**src/rtl/sram_read_streamer_if.sv**
```systemverilog
// Bundle of the command, SRAM request/return and output stream signals for sram_read_streamer.
// Macro SRAM_RD_STREAM_STRIDE_EN adds the cmd_stride field.
interface sram_read_streamer_if #(
    parameter int SRAM_DATA_WIDTH = 32,
    parameter int SRAM_ADDR_WIDTH = 16,
    parameter int LEN_WIDTH       = 16
);
    // Every valid/ready pair transfers on a cycle where both are high at the clock edge.
    // A source holds its payload stable while valid is high and ready is low.
    // mem_rdata_valid is a strobe with no ready.
    logic                       cmd_valid;
    logic                       cmd_ready;
    logic [SRAM_ADDR_WIDTH-1:0] cmd_base_addr;
    logic [LEN_WIDTH-1:0]       cmd_len;
`ifdef SRAM_RD_STREAM_STRIDE_EN
    logic [SRAM_ADDR_WIDTH-1:0] cmd_stride;
`endif
    logic                       mem_req_valid;
    logic                       mem_req_ready;
    logic                       mem_req_wen;
    logic [SRAM_ADDR_WIDTH-1:0] mem_req_addr;
    logic [SRAM_DATA_WIDTH-1:0] mem_req_wdata;
    logic [SRAM_DATA_WIDTH-1:0] mem_rdata;
    logic                       mem_rdata_valid;
    logic                       out_valid;
    logic                       out_ready;
    logic [SRAM_DATA_WIDTH-1:0] out_data;
    logic                       out_last;

    // Streamer side.
    modport master (
`ifdef SRAM_RD_STREAM_STRIDE_EN
        input  cmd_stride,
`endif
        input  cmd_valid, cmd_base_addr, cmd_len,
        output cmd_ready,
        output mem_req_valid, mem_req_wen, mem_req_addr, mem_req_wdata,
        input  mem_req_ready, mem_rdata, mem_rdata_valid,
        output out_valid, out_data, out_last,
        input  out_ready
    );

    // Command source, arbiter and stream consumer side.
    modport slave (
`ifdef SRAM_RD_STREAM_STRIDE_EN
        output cmd_stride,
`endif
        output cmd_valid, cmd_base_addr, cmd_len,
        input  cmd_ready,
        input  mem_req_valid, mem_req_wen, mem_req_addr, mem_req_wdata,
        output mem_req_ready, mem_rdata, mem_rdata_valid,
        input  out_valid, out_data, out_last,
        output out_ready
    );
endinterface

```
**src/rtl/sram_read_streamer.sv**
```systemverilog
// Command-driven SRAM read sequencer: issues one read per word, buffers returns in a credit-protected FIFO.
// Optional macro SRAM_RD_STREAM_STRIDE_EN: latch a per-command cmd_stride (otherwise stride is 1).
module sram_read_streamer #(
    parameter int SRAM_DATA_WIDTH = 32,
    parameter int SRAM_ADDR_WIDTH = 16,
    parameter int LEN_WIDTH       = 16,
    parameter int FIFO_DEPTH      = 4
) (
    input  logic                 clk,
    input  logic                 rst_n,
    sram_read_streamer_if.master bus,
    output logic                 busy,
    output logic                 done,
    output logic                 err,
    output logic [1:0]           state_dbg
);
    localparam int PTR_W = $clog2(FIFO_DEPTH);
    localparam int CNT_W = PTR_W + 1;
    localparam logic [CNT_W:0] DEPTH_CREDIT = (CNT_W + 1)'(FIFO_DEPTH);

    typedef enum logic [1:0] {
        IDLE  = 2'd0,
        ISSUE = 2'd1,
        DRAIN = 2'd2
    } state_t;

    state_t                     state;
    logic                       cmd_ready_q;
    logic [SRAM_ADDR_WIDTH-1:0] addr;
    logic [SRAM_ADDR_WIDTH-1:0] stride;
    logic [LEN_WIDTH-1:0]       remaining;
    logic [LEN_WIDTH-1:0]       len_q;
    logic [LEN_WIDTH-1:0]       received;
    logic [CNT_W-1:0]           outstanding;

    logic [SRAM_DATA_WIDTH-1:0] fifo_data [FIFO_DEPTH];
    logic                       fifo_last [FIFO_DEPTH];
    logic [PTR_W-1:0]           wr_ptr;
    logic [PTR_W-1:0]           rd_ptr;
    logic [CNT_W-1:0]           fifo_count;

    logic req_valid;
    logic grant;
    logic ret_ok;
    logic pop;
    logic push_last;
    logic head_last;

    // Credit rule: a read is only issued if its return is guaranteed a FIFO slot.
    assign req_valid = (state == ISSUE) && (remaining != '0) &&
                       (({1'b0, outstanding} + {1'b0, fifo_count}) < DEPTH_CREDIT);
    assign grant     = req_valid && bus.mem_req_ready;
    assign ret_ok    = bus.mem_rdata_valid && (outstanding != '0);
    assign pop       = (fifo_count != '0) && bus.out_ready;
    assign push_last = ((received + LEN_WIDTH'(1)) == len_q);
    assign head_last = fifo_last[rd_ptr];

    assign bus.cmd_ready     = cmd_ready_q;
    assign bus.mem_req_valid = req_valid;
    assign bus.mem_req_wen   = 1'b0;
    assign bus.mem_req_addr  = addr;
    assign bus.mem_req_wdata = '0;
    assign bus.out_valid     = (fifo_count != '0);
    assign bus.out_data      = fifo_data[rd_ptr];
    assign bus.out_last      = head_last && (fifo_count != '0);
    assign state_dbg         = state;

`ifndef SRAM_RD_STREAM_STRIDE_EN
    assign stride = SRAM_ADDR_WIDTH'(1);
`endif

    always_ff @(posedge clk or negedge rst_n) begin
        if (!rst_n) begin
            state       <= IDLE;
            cmd_ready_q <= 1'b1;
            busy        <= 1'b0;
            done        <= 1'b0;
            err         <= 1'b0;
            addr        <= '0;
            remaining   <= '0;
            len_q       <= '0;
            received    <= '0;
            outstanding <= '0;
`ifdef SRAM_RD_STREAM_STRIDE_EN
            stride      <= '0;
`endif
        end else begin
            done <= 1'b0;
            case (state)
                IDLE: begin
                    if (bus.cmd_valid) begin
                        err <= 1'b0;
                        if (bus.cmd_len == '0) begin
                            done <= 1'b1;
                        end else begin
                            addr        <= bus.cmd_base_addr;
                            remaining   <= bus.cmd_len;
                            len_q       <= bus.cmd_len;
                            received    <= '0;
`ifdef SRAM_RD_STREAM_STRIDE_EN
                            stride      <= bus.cmd_stride;
`endif
                            state       <= ISSUE;
                            cmd_ready_q <= 1'b0;
                            busy        <= 1'b1;
                        end
                    end
                end
                ISSUE: begin
                    if (grant) begin
                        addr      <= addr + stride;
                        remaining <= remaining - LEN_WIDTH'(1);
                        if (remaining == LEN_WIDTH'(1)) begin
                            state <= DRAIN;
                        end
                    end
                end
                DRAIN: begin
                    if (pop && head_last) begin
                        state       <= IDLE;
                        cmd_ready_q <= 1'b1;
                        busy        <= 1'b0;
                        done        <= 1'b1;
                    end
                end
                default: begin
                    state       <= IDLE;
                    cmd_ready_q <= 1'b1;
                    busy        <= 1'b0;
                end
            endcase

            // Returns are never stalled; a return with nothing in flight is a stray (e.g. after reset).
            if (ret_ok) begin
                received <= received + LEN_WIDTH'(1);
            end else if (bus.mem_rdata_valid) begin
                err <= 1'b1;
            end

            case ({grant, ret_ok})
                2'b10:   outstanding <= outstanding + CNT_W'(1);
                2'b01:   outstanding <= outstanding - CNT_W'(1);
                default: outstanding <= outstanding;
            endcase
        end
    end

    always_ff @(posedge clk or negedge rst_n) begin
        if (!rst_n) begin
            wr_ptr     <= '0;
            rd_ptr     <= '0;
            fifo_count <= '0;
            for (int i = 0; i < FIFO_DEPTH; i++) begin
                fifo_data[i] <= '0;
                fifo_last[i] <= 1'b0;
            end
        end else begin
            if (ret_ok) begin
                fifo_data[wr_ptr] <= bus.mem_rdata;
                fifo_last[wr_ptr] <= push_last;
                wr_ptr            <= wr_ptr + PTR_W'(1);
            end
            if (pop) begin
                rd_ptr <= rd_ptr + PTR_W'(1);
            end
            case ({ret_ok, pop})
                2'b10:   fifo_count <= fifo_count + CNT_W'(1);
                2'b01:   fifo_count <= fifo_count - CNT_W'(1);
                default: fifo_count <= fifo_count;
            endcase
        end
    end
endmodule

```
**src/flat_wrapper.sv**
```systemverilog
// flat-port wrapper written by rule: the top's interface ports become plain ports
module sram_read_streamer_flat 
#(
    parameter int SRAM_DATA_WIDTH = 32,
    parameter int SRAM_ADDR_WIDTH = 16,
    parameter int LEN_WIDTH       = 16,
    parameter int FIFO_DEPTH      = 4
)
  (clk, rst_n, busy, done, err, state_dbg, bus_cmd_valid, bus_cmd_base_addr, bus_cmd_len, bus_cmd_ready, bus_mem_req_valid, bus_mem_req_wen, bus_mem_req_addr, bus_mem_req_wdata, bus_mem_req_ready, bus_mem_rdata, bus_mem_rdata_valid, bus_out_valid, bus_out_data, bus_out_last, bus_out_ready);
  sram_read_streamer_if #(.SRAM_DATA_WIDTH(SRAM_DATA_WIDTH), .SRAM_ADDR_WIDTH(SRAM_ADDR_WIDTH), .LEN_WIDTH(LEN_WIDTH)) bus_i ();
  input  logic clk;
  input  logic rst_n;
  output logic busy;
  output logic done;
  output logic err;
  output logic [1:0] state_dbg;
  input wire logic [$bits(bus_i.cmd_valid)-1:0] bus_cmd_valid;
  input wire logic [$bits(bus_i.cmd_base_addr)-1:0] bus_cmd_base_addr;
  input wire logic [$bits(bus_i.cmd_len)-1:0] bus_cmd_len;
  output wire logic [$bits(bus_i.cmd_ready)-1:0] bus_cmd_ready;
  output wire logic [$bits(bus_i.mem_req_valid)-1:0] bus_mem_req_valid;
  output wire logic [$bits(bus_i.mem_req_wen)-1:0] bus_mem_req_wen;
  output wire logic [$bits(bus_i.mem_req_addr)-1:0] bus_mem_req_addr;
  output wire logic [$bits(bus_i.mem_req_wdata)-1:0] bus_mem_req_wdata;
  input wire logic [$bits(bus_i.mem_req_ready)-1:0] bus_mem_req_ready;
  input wire logic [$bits(bus_i.mem_rdata)-1:0] bus_mem_rdata;
  input wire logic [$bits(bus_i.mem_rdata_valid)-1:0] bus_mem_rdata_valid;
  output wire logic [$bits(bus_i.out_valid)-1:0] bus_out_valid;
  output wire logic [$bits(bus_i.out_data)-1:0] bus_out_data;
  output wire logic [$bits(bus_i.out_last)-1:0] bus_out_last;
  input wire logic [$bits(bus_i.out_ready)-1:0] bus_out_ready;
  assign bus_i.cmd_valid = bus_cmd_valid;
  assign bus_i.cmd_base_addr = bus_cmd_base_addr;
  assign bus_i.cmd_len = bus_cmd_len;
  assign bus_cmd_ready = bus_i.cmd_ready;
  assign bus_mem_req_valid = bus_i.mem_req_valid;
  assign bus_mem_req_wen = bus_i.mem_req_wen;
  assign bus_mem_req_addr = bus_i.mem_req_addr;
  assign bus_mem_req_wdata = bus_i.mem_req_wdata;
  assign bus_i.mem_req_ready = bus_mem_req_ready;
  assign bus_i.mem_rdata = bus_mem_rdata;
  assign bus_i.mem_rdata_valid = bus_mem_rdata_valid;
  assign bus_out_valid = bus_i.out_valid;
  assign bus_out_data = bus_i.out_data;
  assign bus_out_last = bus_i.out_last;
  assign bus_i.out_ready = bus_out_ready;
  sram_read_streamer #(.SRAM_DATA_WIDTH(SRAM_DATA_WIDTH), .SRAM_ADDR_WIDTH(SRAM_ADDR_WIDTH), .LEN_WIDTH(LEN_WIDTH), .FIFO_DEPTH(FIFO_DEPTH)) u_core (.clk(clk), .rst_n(rst_n), .bus(bus_i), .busy(busy), .done(done), .err(err), .state_dbg(state_dbg));
endmodule
```
**config.mk**
```make
export PLATFORM = sky130hd
export DESIGN_NAME = sram_read_streamer_flat
export DESIGN_NICKNAME = d
export VERILOG_FILES = /design/src/rtl/sram_read_streamer_if.sv /design/src/rtl/sram_read_streamer.sv /design/src/flat_wrapper.sv
export SDC_FILE = /design/constraint.sdc
export NUM_CORES = 1
export LEC_CHECK = 0
export ABC_AREA = 0
export BUFFER_PORTS_ARGS = -buffer_cell sky130_fd_sc_hd__buf_2
export CAP_MARGIN = 0
export CORE_AREA = 2 2 150 152
export DETAILED_ROUTE_END_ITERATION = 16
export DIE_AREA = 0 0 152 154
export PLACE_DENSITY = 0.73
export SLEW_MARGIN = 20
export SYNTH_ARGS = -nofsm -noshare
export SYNTH_HDL_FRONTEND = slang
export SYNTH_SLANG_ARGS = --single-unit
```
**constraint.sdc**
```tcl
create_clock -name clk -period 2.4 [get_ports clk]
set_input_delay 0.24 -clock clk [delete_from_list [all_inputs] [get_ports clk]]
set_output_delay 0.24 -clock clk [all_outputs]
set_load 0.01 [all_outputs]
```
==> impl_metrics.xml <==
<?xml version="1.0" encoding="UTF-8"?>
<metrics>
  <group name="worst_setup_path">
    <metric name="crit_chain" unit="">or3_4 &gt; nor3_4 &gt; buf_4 &gt; nand3_1 &gt; and4_1 &gt; buf_2</metric>
    <metric name="critPathMaxStageDelay" unit="ns">0.41</metric>
    <metric name="crit_end_category" unit="">primary output</metric>
    <metric name="worstPathBufferInverterCount" unit="">2</metric>
    <metric name="timing_worst_setup_path_type" unit="">flop to primary output</metric>
    <metric name="critical_path.startpoint_type" unit="">flop</metric>
    <metric name="path_max_fanout" unit="">5</metric>
    <metric name="critPathSlowestCell" unit="">sky130_fd_sc_hd__dfrtp_1</metric>
    <metric name="cp.arrival" unit="ns">2.14</metric>
    <metric name="path_delay_family" unit="">simple AND/OR/NAND/NOR gates</metric>
    <metric name="required" unit="ns">2.16</metric>
  </group>
  <group name="timing">
    <metric name="timing.final.setup_violations" unit="">0</metric>
    <metric name="max_freq" unit="MHz">420.7</metric>
    <metric name="finClkSkew" unit="ns">0.01463</metric>
    <metric name="final-max-slew-violation-count" unit="">0</metric>
    <metric name="worst_slack" unit="ns">0.02295</metric>
    <metric name="rsz0062_at_grt" unit="">true</metric>
    <metric name="slew-limit-headroom" unit="">0.5442</metric>
    <metric name="min_period_over_period" unit="">0.9904</metric>
    <metric name="tns" unit="ns">0</metric>
    <metric name="layout_min_cycle_time" unit="ns">2.377</metric>
    <metric name="tightest_pin_transition" unit="ns">0.6837</metric>
    <metric name="hold_violations" unit="">0</metric>
  </group>
  <group name="global_route">
    <metric name="globalRoute.busiestLayer" unit="">met2</metric>
    <metric name="grt_overflow" unit="">0</metric>
    <metric name="groute.usage.overall" unit="">0.2024</metric>
    <metric name="use_met3" unit="">0.02903</metric>
    <metric name="grt_max_degree" unit="">70</metric>
    <metric name="antenna_violations_before_repair" unit="">0</metric>
    <metric name="groute.layer.met1.usage" unit="">0.2739</metric>
    <metric name="grt_use_met2" unit="">0.3475</metric>
    <metric name="grt_first_pass_wirelength" unit="um">39530</metric>
    <metric name="first_global_vias" unit="">7720</metric>
  </group>
  <group name="yosys">
    <metric name="area_fraction_of_the_dominant_cell_type_after_synthesis" unit="">0.4927</metric>
    <metric name="postSynth.topFlopCell" unit="">sky130_fd_sc_hd__dfrtp_1</metric>
    <metric name="synth_warnings" unit="">0</metric>
    <metric name="synth_cell_type_count" unit="">66</metric>
    <metric name="synth_edf_count" unit="">0</metric>
    <metric name="synth.avg_cell_area" unit="um^2">11.87</metric>
    <metric name="synth_async_sr_flop_share" unit="">1.000</metric>
    <metric name="synth_seq_cells" unit="">212</metric>
    <metric name="synth_cells" unit="">903</metric>
    <metric name="synth-seq-area-share" unit="">0.4952</metric>
    <metric name="yosysTopAreaCell" unit="">sky130_fd_sc_hd__dfrtp_1</metric>
    <metric name="ys_top_cells_by_area" unit="">sky130_fd_sc_hd__dfrtp_1, sky130_fd_sc_hd__mux2_2, sky130_fd_sc_hd__mux4_2, sky130_fd_sc_hd__o21ai_0, sky130_fd_sc_hd__buf_4</metric>
    <metric name="syn-cell-area" unit="um^2">10720</metric>
  </group>
  <group name="layout">
    <metric name="layout.cells.most_common_list" unit="">sky130_fd_sc_hd__dfrtp_1, sky130_fd_sc_hd__mux2_2, sky130_fd_sc_hd__buf_2, sky130_fd_sc_hd__o21ai_0, sky130_fd_sc_hd__nand2_1</metric>
    <metric name="final_common_cell" unit="">sky130_fd_sc_hd__dfrtp_1</metric>
    <metric name="final_util" unit="">0.5952</metric>
    <metric name="num_antenna_cells" unit="">0</metric>
    <metric name="drive_above_1_share" unit="">0.3686</metric>
    <metric name="post-route-cell-area" unit="um^2">12910</metric>
    <metric name="nFillCells" unit="">1713</metric>
    <metric name="area_overhead_vs_synth" unit="%">20.47</metric>
    <metric name="nets" unit="">1164</metric>
  </group>
  <group name="clocking">
    <metric name="numCtsBuffers" unit="">24</metric>
    <metric name="tritoncts" unit="">yes</metric>
    <metric name="clock_pin_transition_on_the_worst_setup_and_hold_timing_paths" unit="ns">0.06</metric>
    <metric name="cts.sink_count" unit="">212</metric>
    <metric name="maximum_number_of_buffers_from_clock_root_to_sink" unit="">3</metric>
    <metric name="cts-root-buf" unit="">sky130_fd_sc_hd__clkbuf_16</metric>
    <metric name="cts_htree_levels" unit="">1</metric>
    <metric name="insertion_delay" unit="ns">0.52</metric>
  </group>
  <group name="power_and_ir_drop">
    <metric name="power" unit="uW">16910</metric>
    <metric name="irDropWorstVdd" unit="V">0.0006240</metric>
    <metric name="power_density" unit="nW/um^2">1310</metric>
    <metric name="cellLeakagePower" unit="uW">0.005655</metric>
  </group>
  <group name="floorplanning">
    <metric name="coreArea" unit="um^2">21690</metric>
    <metric name="die_area" unit="um^2">23410</metric>
    <metric name="initial_core_util" unit="">0.4941</metric>
    <metric name="io_pins" unit="">160</metric>
    <metric name="die_height" unit="um">154</metric>
    <metric name="floorplan.die.width" unit="um">152</metric>
    <metric name="rows" unit="">54</metric>
  </group>
  <group name="placement">
    <metric name="place_congestion" unit="">0.8110</metric>
    <metric name="portBuffers" unit="">126</metric>
    <metric name="placed_area" unit="um^2">11730</metric>
    <metric name="dp_worst_setup_slack" unit="ns">0.02901</metric>
    <metric name="detailedPlacementHpwl" unit="um">15770</metric>
  </group>
  <group name="flow_run">
    <metric name="max_cap_viol_count" unit="">0</metric>
  </group>
  <group name="routing">
    <metric name="route.antenna.remaining_nets" unit="">0</metric>
    <metric name="first_iter_violations" unit="">399</metric>
    <metric name="drc" unit="">0</metric>
    <metric name="first_pass_drt_iterations" unit="">4</metric>
    <metric name="detailroute.via_count" unit="">7717</metric>
    <metric name="detail_route.vias_per_cell" unit="">5.608</metric>
    <metric name="detail_route.wl_per_cell" unit="um">17.27</metric>
    <metric name="route.final.wire_length" unit="um">23770</metric>
  </group>
  <group name="hold_path">
    <metric name="hold_path.class" unit="">primary input to flop</metric>
  </group>
  <group name="status">
    <metric name="status" unit="">completed</metric>
  </group>
</metrics>
power by group:
group / leakage [uW] / internal (uW) / switching (uW)
Combinational: 0.00273 / 3870 / 3260
Clock: 0.000368 / 1970 / 1430
Sequential: 0.00256 / 5240 / 1130
Total: 0.00565 / 11100 / 5830
sequential cells by signal, indices dropped and copies added (netlist names), 3 cells and up:
signal / cells
u_core.fifo_last: 4
u_core.fifo_data: 128
u_core.outstanding: 3
u_core.bus.mem_req_addr: 16
u_core.received: 16
u_core.remaining: 16
u_core.fifo_count: 3
u_core.len_q: 16
metal layers:
layer	wire, um	vias up	share of wire
met3	1227	30	0.052
met5	0	-	0
met4	422	0	0.018
met2	11600	236	0.49
met1	10520	3858	0.44
li1	-	3593	-
cell families after synthesis:
logic type | Yosys count | share of synthesized area
buf+inv | 105 | 0.05231
compound gates | 171 | 0.09948
flops | 212 | 0.4952
simple gates | 200 | 0.09562
xor+xnor | 23 | 0.01880
fa+ha+maj | 15 | 0.01891
other cells | 1 | 0.0003499
mux | 176 | 0.2194
layout make-up:
| cell class | instances | area (um^2) | area share |
|---|---|---|---|
| tap | 280 | 350.3 | 0.02714 |
| sequential | 212 | 5308 | 0.4111 |
| inverter | 19 | 71.32 | 0.005524 |
| multi-input combinational | 618 | 5039 | 0.3903 |
| clock buffer | 35 | 681.9 | 0.05282 |
| clock inverter | 8 | 55.05 | 0.004264 |
| timing repair buffer | 204 | 1405 | 0.1088 |
worst paths after layout:
kind | startpoint | endpoint | slack, ns | cells after the start
setup / recovery | u_core.remaining[12] | bus_mem_req_valid | 0.02 | 6
hold / removal | bus_cmd_len[7] | u_core.len_q[7] | 0.02 | 3
setup reg to reg | u_core.remaining[12] | u_core.outstanding[2] | 0.05 | 10
hold reg to reg | u_core.fifo_last[1] | u_core.fifo_last[1] | 0.48 | 2
max in group asynchronous | rst_n | u_core.remaining[8] | 1.33 | 3
min in group asynchronous | rst_n | u_core.fifo_data[109] | 0.25 | 2
Yosys cell counts, types with 8 or more instances:
| library cell | instances |
|---|---|
| sky130_fd_sc_hd__o31ai_1 | 12 |
| sky130_fd_sc_hd__nand3_1 | 12 |
| sky130_fd_sc_hd__xnor2_1 | 15 |
| sky130_fd_sc_hd__nor2_1 | 48 |
| sky130_fd_sc_hd__nand4_1 | 11 |
| sky130_fd_sc_hd__clkbuf_1 | 24 |
| sky130_fd_sc_hd__buf_4 | 34 |
| sky130_fd_sc_hd__o21ai_0 | 61 |
| sky130_fd_sc_hd__or3_1 | 8 |
| sky130_fd_sc_hd__dfrtp_1 | 211 |
| sky130_fd_sc_hd__mux4_2 | 33 |
| sky130_fd_sc_hd__a21oi_1 | 39 |
| sky130_fd_sc_hd__mux2_2 | 141 |
| sky130_fd_sc_hd__o22ai_1 | 9 |
| sky130_fd_sc_hd__nand2_1 | 52 |
| sky130_fd_sc_hd__nor3_1 | 13 |
| sky130_fd_sc_hd__ha_1 | 13 |
| sky130_fd_sc_hd__xor2_1 | 8 |
| sky130_fd_sc_hd__buf_2 | 25 |
| sky130_fd_sc_hd__nor4_1 | 9 |
| sky130_fd_sc_hd__inv_1 | 18 |
per-stage QoR:
stage          hold slack [ns]  instances
2_1_floorplan         -0.05559        935
6_report               0.01687       1376
4_1_cts               0.003834       1374
3_3_place_gp            0.2376       1294
3_5_place_dp            0.2402       1294
5_1_grt                0.01166       1376
worst min-delay path, cell delays in order:
cell and delay (ns):
sky130_fd_sc_hd__buf_2 0.13, sky130_fd_sc_hd__nand2_1 0.05, sky130_fd_sc_hd__o21ai_0 0.07
repair_timing:
action,4_1_cts,5_1_grt
resized for setup,1,12
endpoints found under the hold margin,158,0
endpoints found under the setup margin,1,10
setup buffers,0,2
gates cloned,0,0
hold buffers,37,0
pin swaps,1,2
No activity file was read; power rests on OpenSTA's default activity.
